<file path="src/rtl/dtw_pkg.sv">
// dtw_pkg: shared constants, PE source-select codes and sequencer states for the DTW array
package dtw_pkg;
    localparam int N_PE = 6;
    localparam int IW = 5;
    localparam int band_w = 3;
    localparam logic [1:0] SRC_HOLD = 2'b00;
    localparam logic [1:0] SRC_EXT = 2'b01;
    localparam logic [1:0] SRC_SHIFT = 2'b10;
    typedef enum logic [2:0] {IDLE, LOADR, RUN, BEND, DONE} state_t;
    function automatic logic [N_PE-1:0] band_mask(input logic [5:0] base, input logic [5:0] len);
        logic [N_PE-1:0] m;
        for (int k = 0; k < N_PE; k++)
            m[k] = base + 6'(N_PE - 1 - k) < len;
        return m;
    endfunction
endpackage

</file>
<file path="src/rtl/dtw_skew_mask.sv">
// dtw_skew_mask: diagonal-skew activity and T source selects for each PE at stream step c
module dtw_skew_mask
    import dtw_pkg::*;
(
    input  logic [5:0]        c,
    input  logic [5:0]        t_len,
    output logic [N_PE-1:0]   active,
    output logic [2*N_PE-1:0] tsrc
);
    genvar k;
    generate
        for (k = 0; k < N_PE; k++) begin : g_pe
            localparam logic [5:0] LAG = 6'(N_PE - 1 - k);
            assign active[k] = (c >= LAG) && (c - LAG < t_len);
            assign tsrc[2*N_PE-1-2*k -: 2] = !active[k] ? SRC_HOLD : (k == N_PE - 1 ? SRC_EXT : SRC_SHIFT);
        end
    endgenerate
endmodule

</file>
<file path="src/rtl/dtw_sched.sv">
// dtw_sched: band/skew sequencer driving the 6-PE DTW systolic array
module dtw_sched
    import dtw_pkg::*;
(
    input  logic                clk,
    input  logic                nrst,
    input  logic                start,
    input  logic [5:0]          t_len,
    input  logic [5:0]          r_len,
    input  logic                stall,
    output logic                arr_ena,
    output logic [IW-1:0]       o_tindex,
    output logic [IW-1:0]       o_rindex,
    output logic [2*N_PE-1:0]   o_tsrc,
    output logic [2*N_PE-1:0]   o_rsrc,
    output logic [N_PE-1:0]     row_mask,
    output logic [N_PE-1:0]     path_vld,
    output logic [band_w-1:0]   band,
    output logic                busy,
    output logic                done,
    output logic                err
);
    state_t state, state_n;
    logic [5:0] c, c_n, tl, rl, b, bc;
    logic [band_w-1:0] band_n;
    logic [N_PE-1:0] active;
    logic [2*N_PE-1:0] tsrc;
    logic run_last, last_band;
    assign b = 6'(band) * 6'd6;
    assign bc = b + c;
    assign run_last = {1'b0, c} == {1'b0, tl} + 7'd4;
    assign last_band = {1'b0, b} + 7'd6 >= {1'b0, rl};
    dtw_skew_mask u_skew (
        .c      (c),
        .t_len  (tl),
        .active (active),
        .tsrc   (tsrc)
    );
    always_comb begin
        state_n = state;
        c_n = c;
        band_n = band;
        case (state)
            IDLE: if (start) begin
                state_n = (t_len == '0 || r_len == '0) ? DONE : LOADR;
                c_n = '0;
                band_n = '0;
            end
            LOADR: if (!stall) begin
                state_n = c == 6'(N_PE - 1) ? RUN : LOADR;
                c_n = c == 6'(N_PE - 1) ? '0 : c + 6'd1;
            end
            RUN: if (!stall) begin
                state_n = run_last ? BEND : RUN;
                c_n = run_last ? '0 : c + 6'd1;
            end
            BEND: begin
                state_n = last_band ? DONE : LOADR;
                band_n = last_band ? band : band + band_w'(1);
            end
            default: begin
                state_n = IDLE;
                band_n = '0;
            end
        endcase
    end
    // row_mask is captured once on entry to each band's preload and held through RUN/BEND
    always_ff @(posedge clk or negedge nrst)
        if (!nrst) begin
            state <= IDLE;
            c <= '0;
            band <= '0;
            tl <= '0;
            rl <= '0;
            row_mask <= '0;
            path_vld <= '0;
        end else begin
            state <= state_n;
            c <= c_n;
            band <= band_n;
            if (state == IDLE && start) begin
                tl <= t_len;
                rl <= r_len;
            end
            if (state_n == LOADR && state != LOADR)
                row_mask <= band_mask(6'(band_n) * 6'd6, state == IDLE ? r_len : rl);
            else if (state == DONE)
                row_mask <= '0;
            path_vld <= (state == RUN && !stall) ? active & row_mask : '0;
        end
    assign arr_ena = (state == LOADR || state == RUN) && !stall;
    assign o_tindex = (state == RUN && c < tl) ? c[IW-1:0] : '0;
    assign o_rindex = (state == LOADR && bc < rl) ? bc[IW-1:0] : '0;
    assign o_rsrc = state == LOADR ? {SRC_EXT, {(N_PE - 1){SRC_SHIFT}}} : '0;
    assign o_tsrc = state == RUN ? tsrc : '0;
    assign busy = state != IDLE;
    assign done = state == DONE;
    assign err = done && (tl == '0 || rl == '0);
endmodule

</file>
<file path="config.mk">
export PLATFORM = sky130hd
export DESIGN_NAME = dtw_sched
export DESIGN_NICKNAME = d
export VERILOG_FILES = /design/src/rtl/dtw_pkg.sv /design/src/rtl/dtw_skew_mask.sv /design/src/rtl/dtw_sched.sv
export SDC_FILE = /design/constraint.sdc
export NUM_CORES = 1
export LEC_CHECK = 0
export CELL_PAD_IN_SITES_DETAIL_PLACEMENT = 0
export CELL_PAD_IN_SITES_GLOBAL_PLACEMENT = 1
export CORE_ASPECT_RATIO = 1.2
export CORE_MARGIN = 5
export CORE_UTILIZATION = 46
export CTS_BUF_LIST = sky130_fd_sc_hd__clkbuf_8
export DETAILED_ROUTE_END_ITERATION = 10
export HOLD_SLACK_MARGIN = 0.1
export PLACE_DENSITY_LB_ADDON = 0.12
export SYNTH_ARGS = -nofsm -noshare
export SYNTH_HDL_FRONTEND = slang
export SYNTH_SLANG_ARGS = --single-unit
</file>
<file path="constraint.sdc">
create_clock -name clk -period 12.3 [get_ports clk]
set_clock_uncertainty 0.2 [all_clocks]
set_input_delay 1.845 -clock clk [delete_from_list [all_inputs] [get_ports clk]]
set_output_delay 1.845 -clock clk [all_outputs]
set_load 0.05 [all_outputs]
</file>
==> metrics.txt <==
Antenna Nets Post-Route=0; Slew HR=41.18%; max cap viols=0; CP max FO=7; CTS Buffer Depth=2; site row count=39; final instance count without filler cells=665; Syn Area/Cell=8.812 um^2; Root Buffer=clkbuf_8; Area growth, synth to finish=15.87%; Final min period=6.243 ns; Worst IR Drop VDD=160.1 uV; synth cell count leaders=82 x ha_1, 36 x dfrtp_1, 34 x inv_1, 32 x nand2_1; Lkg Pwr=2.423 nW; worst min path class=reg2reg; status=finished clean; synthesis-stage register bit count=36; Post-synth EDFFs=0; critical path type=reg2out; Clk pwr share=8.4%; Core Box Area=0.009369 mm^2; f_max=0.1602 GHz; Final Max Tran Viols=0; top_reg_cell synth=dfrtp_1; Worst Tran Pin Value=0.8822 ns; DRT iter0 DRCs=135; initial antenna violation count=0; I/O Buffers=56; library cells used by synthesis=66; clock network latency to the later pin of the worst-skew pair=0.31 ns; Critical Path AT=4.20 ns; mapped cell area=0.004353 mm^2; Synth top area share=23.57%; vias per std cell=5.573; clk slew on worst S/H paths=0.08 ns; Async SR Flop Fraction=100.0%; Int Pwr=0.6130 mW; Synth Warn #=0; initial core utilization=46.46%; sw power=0.7030 mW; # IOs=69; Hold Fails Final Rpt=0; Die Height=116.6 um; RSZ-0062 raised after global routing=false; placed cell count=657; worst path required time=10.26 ns; total number of H-tree levels=2; layout cells sized above 1=4.797%; Post-layout nets=642; first-pass GRT wire length=19.51 mm; die width=98.80 um; Core Util, Final=53.83%; WL per Instance=17.87 um; Synth area leader=ha_1; n_diodes=0; Setup TNS=0 ns; crit share post-route=50.75%; drt first pass iters=4; CTS Sinks=36; remaining global-route overflow=0; Synth Instances=494; DRC viols=0; vias in the first global route=3744; CTS tree=done; Switching Fraction=53.42%; Total Routed Length=11.88 mm; cts repair resizes=0; top post-synthesis cells by area=ha_1 24%, dfrtp_1 21%, xnor2_1 4.6%; # hold bufs at CTS=0; PD cells=260.9 mW/mm^2; Flop pwr share=16.2%; GRT Resource Usage Total=21.27%; final setup vio count=0; routability cong.=0.8797; most frequent cell after synthesis=ha_1; power share of the combinational group=75.4%; crit path launch type=flop; Seq/Total Area, Yosys=20.70%; crit path capture type=output port; vias=3706; largest net degree at the start of global routing=37; HPWL Detailed=9.457 mm; total CTS buffers=5; Die Footprint=0.01152 mm^2; Setup Fix Bufs, Post-CTS=0
worst max-delay path: stages (launching register included):
cell and delay [ns]:
dfrtp_1 0.51, ha_1 0.30, fa_1 0.42, xor2_2 0.28, ha_1 0.31, xnor2_1 0.26
ha_1 0.28, a21o_1 0.21, a2111oi_0 0.43, clkdlybuf4s50_1 0.88
power by group through the flow:
stage               logic (mW)  clock network (mW)  registers, mW
floorplan                0.725                   0          0.233
global placement         0.976                   0          0.215
detailed placement       0.993                   0          0.216
CTS                      0.999               0.113          0.213
global route              1.11               0.119          0.221
finish                   0.993               0.110          0.213
per-layer routing:
layer / share of wire [%] / wire length, um / GRT usage [%]
met4: 2.7 / 323 / 8.015
met5: 0 / 0 / 0
met1: 42 / 5041 / 25.48
met2: 52 / 6180 / 38.93
met3: 2.8 / 336 / 2.569
final timing paths:
path / to / startpoint / cells past startpoint / slack, ns
min in group asynchronous: rl[4]$_DFFE_PN0P_ / nrst / 1 / 1.44
max in group asynchronous: path_vld[1]$_DFF_PN0_ / nrst / 1 / 9.89
worst min-delay path: row_mask[5]$_DFFE_PN0P_ / row_mask[5]$_DFFE_PN0P_ / 1 / 0.32
worst min register to register: row_mask[5]$_DFFE_PN0P_ / row_mask[5]$_DFFE_PN0P_ / 1 / 0.32
worst max register to register: row_mask[3]$_DFFE_PN0P_ / band[0]$_DFF_PN0_ / 22 / 6.09
worst max-delay path: o_rindex[0] / band[0]$_DFF_PN0_ / 9 / 6.06
state kept, by name, summed over array words and instances, names as in the netlist:
| name | count |
|---|---|
| c | 6 |
| path_vld | 6 |
| rl | 6 |
| row_mask | 6 |
| tl | 6 |
| band | 3 |
| state | 3 |
logic make-up after synthesis:
kind of cell | synth area share (%)
muxes | 0.9773
DFF | 20.70
and+or+nand+nor | 17.30
other | 0.08615
AOI/OAI and AO/OA | 21.64
adders and majority gates | 24.95
xor gates and xnor gates | 7.129
buffers and inverters | 7.214
through the flow:
stage | cell area, um^2 | power (mW) | hold slack, ns | worst slack (ns)
6_report | 5044 | 1.316 | 0.3223 | 6.057
2_1_floorplan | 4394 | 0.9583 | 0.3387 | 5.147
3_3_place_gp | 4932 | 1.191 | 0.3035 | 6.087
3_5_place_dp | 4932 | 1.208 | 0.3069 | 5.890
4_1_cts | 5044 | 1.325 | 0.3301 | 6.022
5_1_grt | 5044 | 1.446 | 0.3594 | 5.465
final cells by class:
class | count | area [um^2]
Fill cell | 917 | 4325
Multi-Input combinational cell | 405 | 3179
Sequential cell | 36 | 900.9
Timing Repair Buffer | 57 | 563.0
Tap cell | 123 | 153.9
Inverter | 36 | 135.1
Clock buffer | 5 | 68.82
Clock inverter | 3 | 42.54
cell usage in the layout (no fill, tap or decap), drive strengths merged, types with 4 or more instances in the layout:
cell type / Yosys / layout
a21o: 20 / 20
nor3: 16 / 16
o21ai: 21 / 21
o21bai: 4 / 4
o21a: 19 / 19
nor2: 27 / 27
nand4: 5 / 5
ha: 82 / 82
clkbuf: 8 / 5
clkdlybuf4s50: 0 / 55
nand2b: 6 / 6
nand2: 32 / 32
nor2b: 11 / 11
a22o: 5 / 5
xnor2: 23 / 23
xor2: 9 / 9
and2: 6 / 6
dfrtp: 36 / 36
inv: 35 / 35
a22oi: 4 / 4
and3: 9 / 9
o2bb2ai: 6 / 6
conb: 1 / 12
nand3: 10 / 10
a21oi: 25 / 25
nor4: 7 / 7
Power figures use the tool's default switching activity.
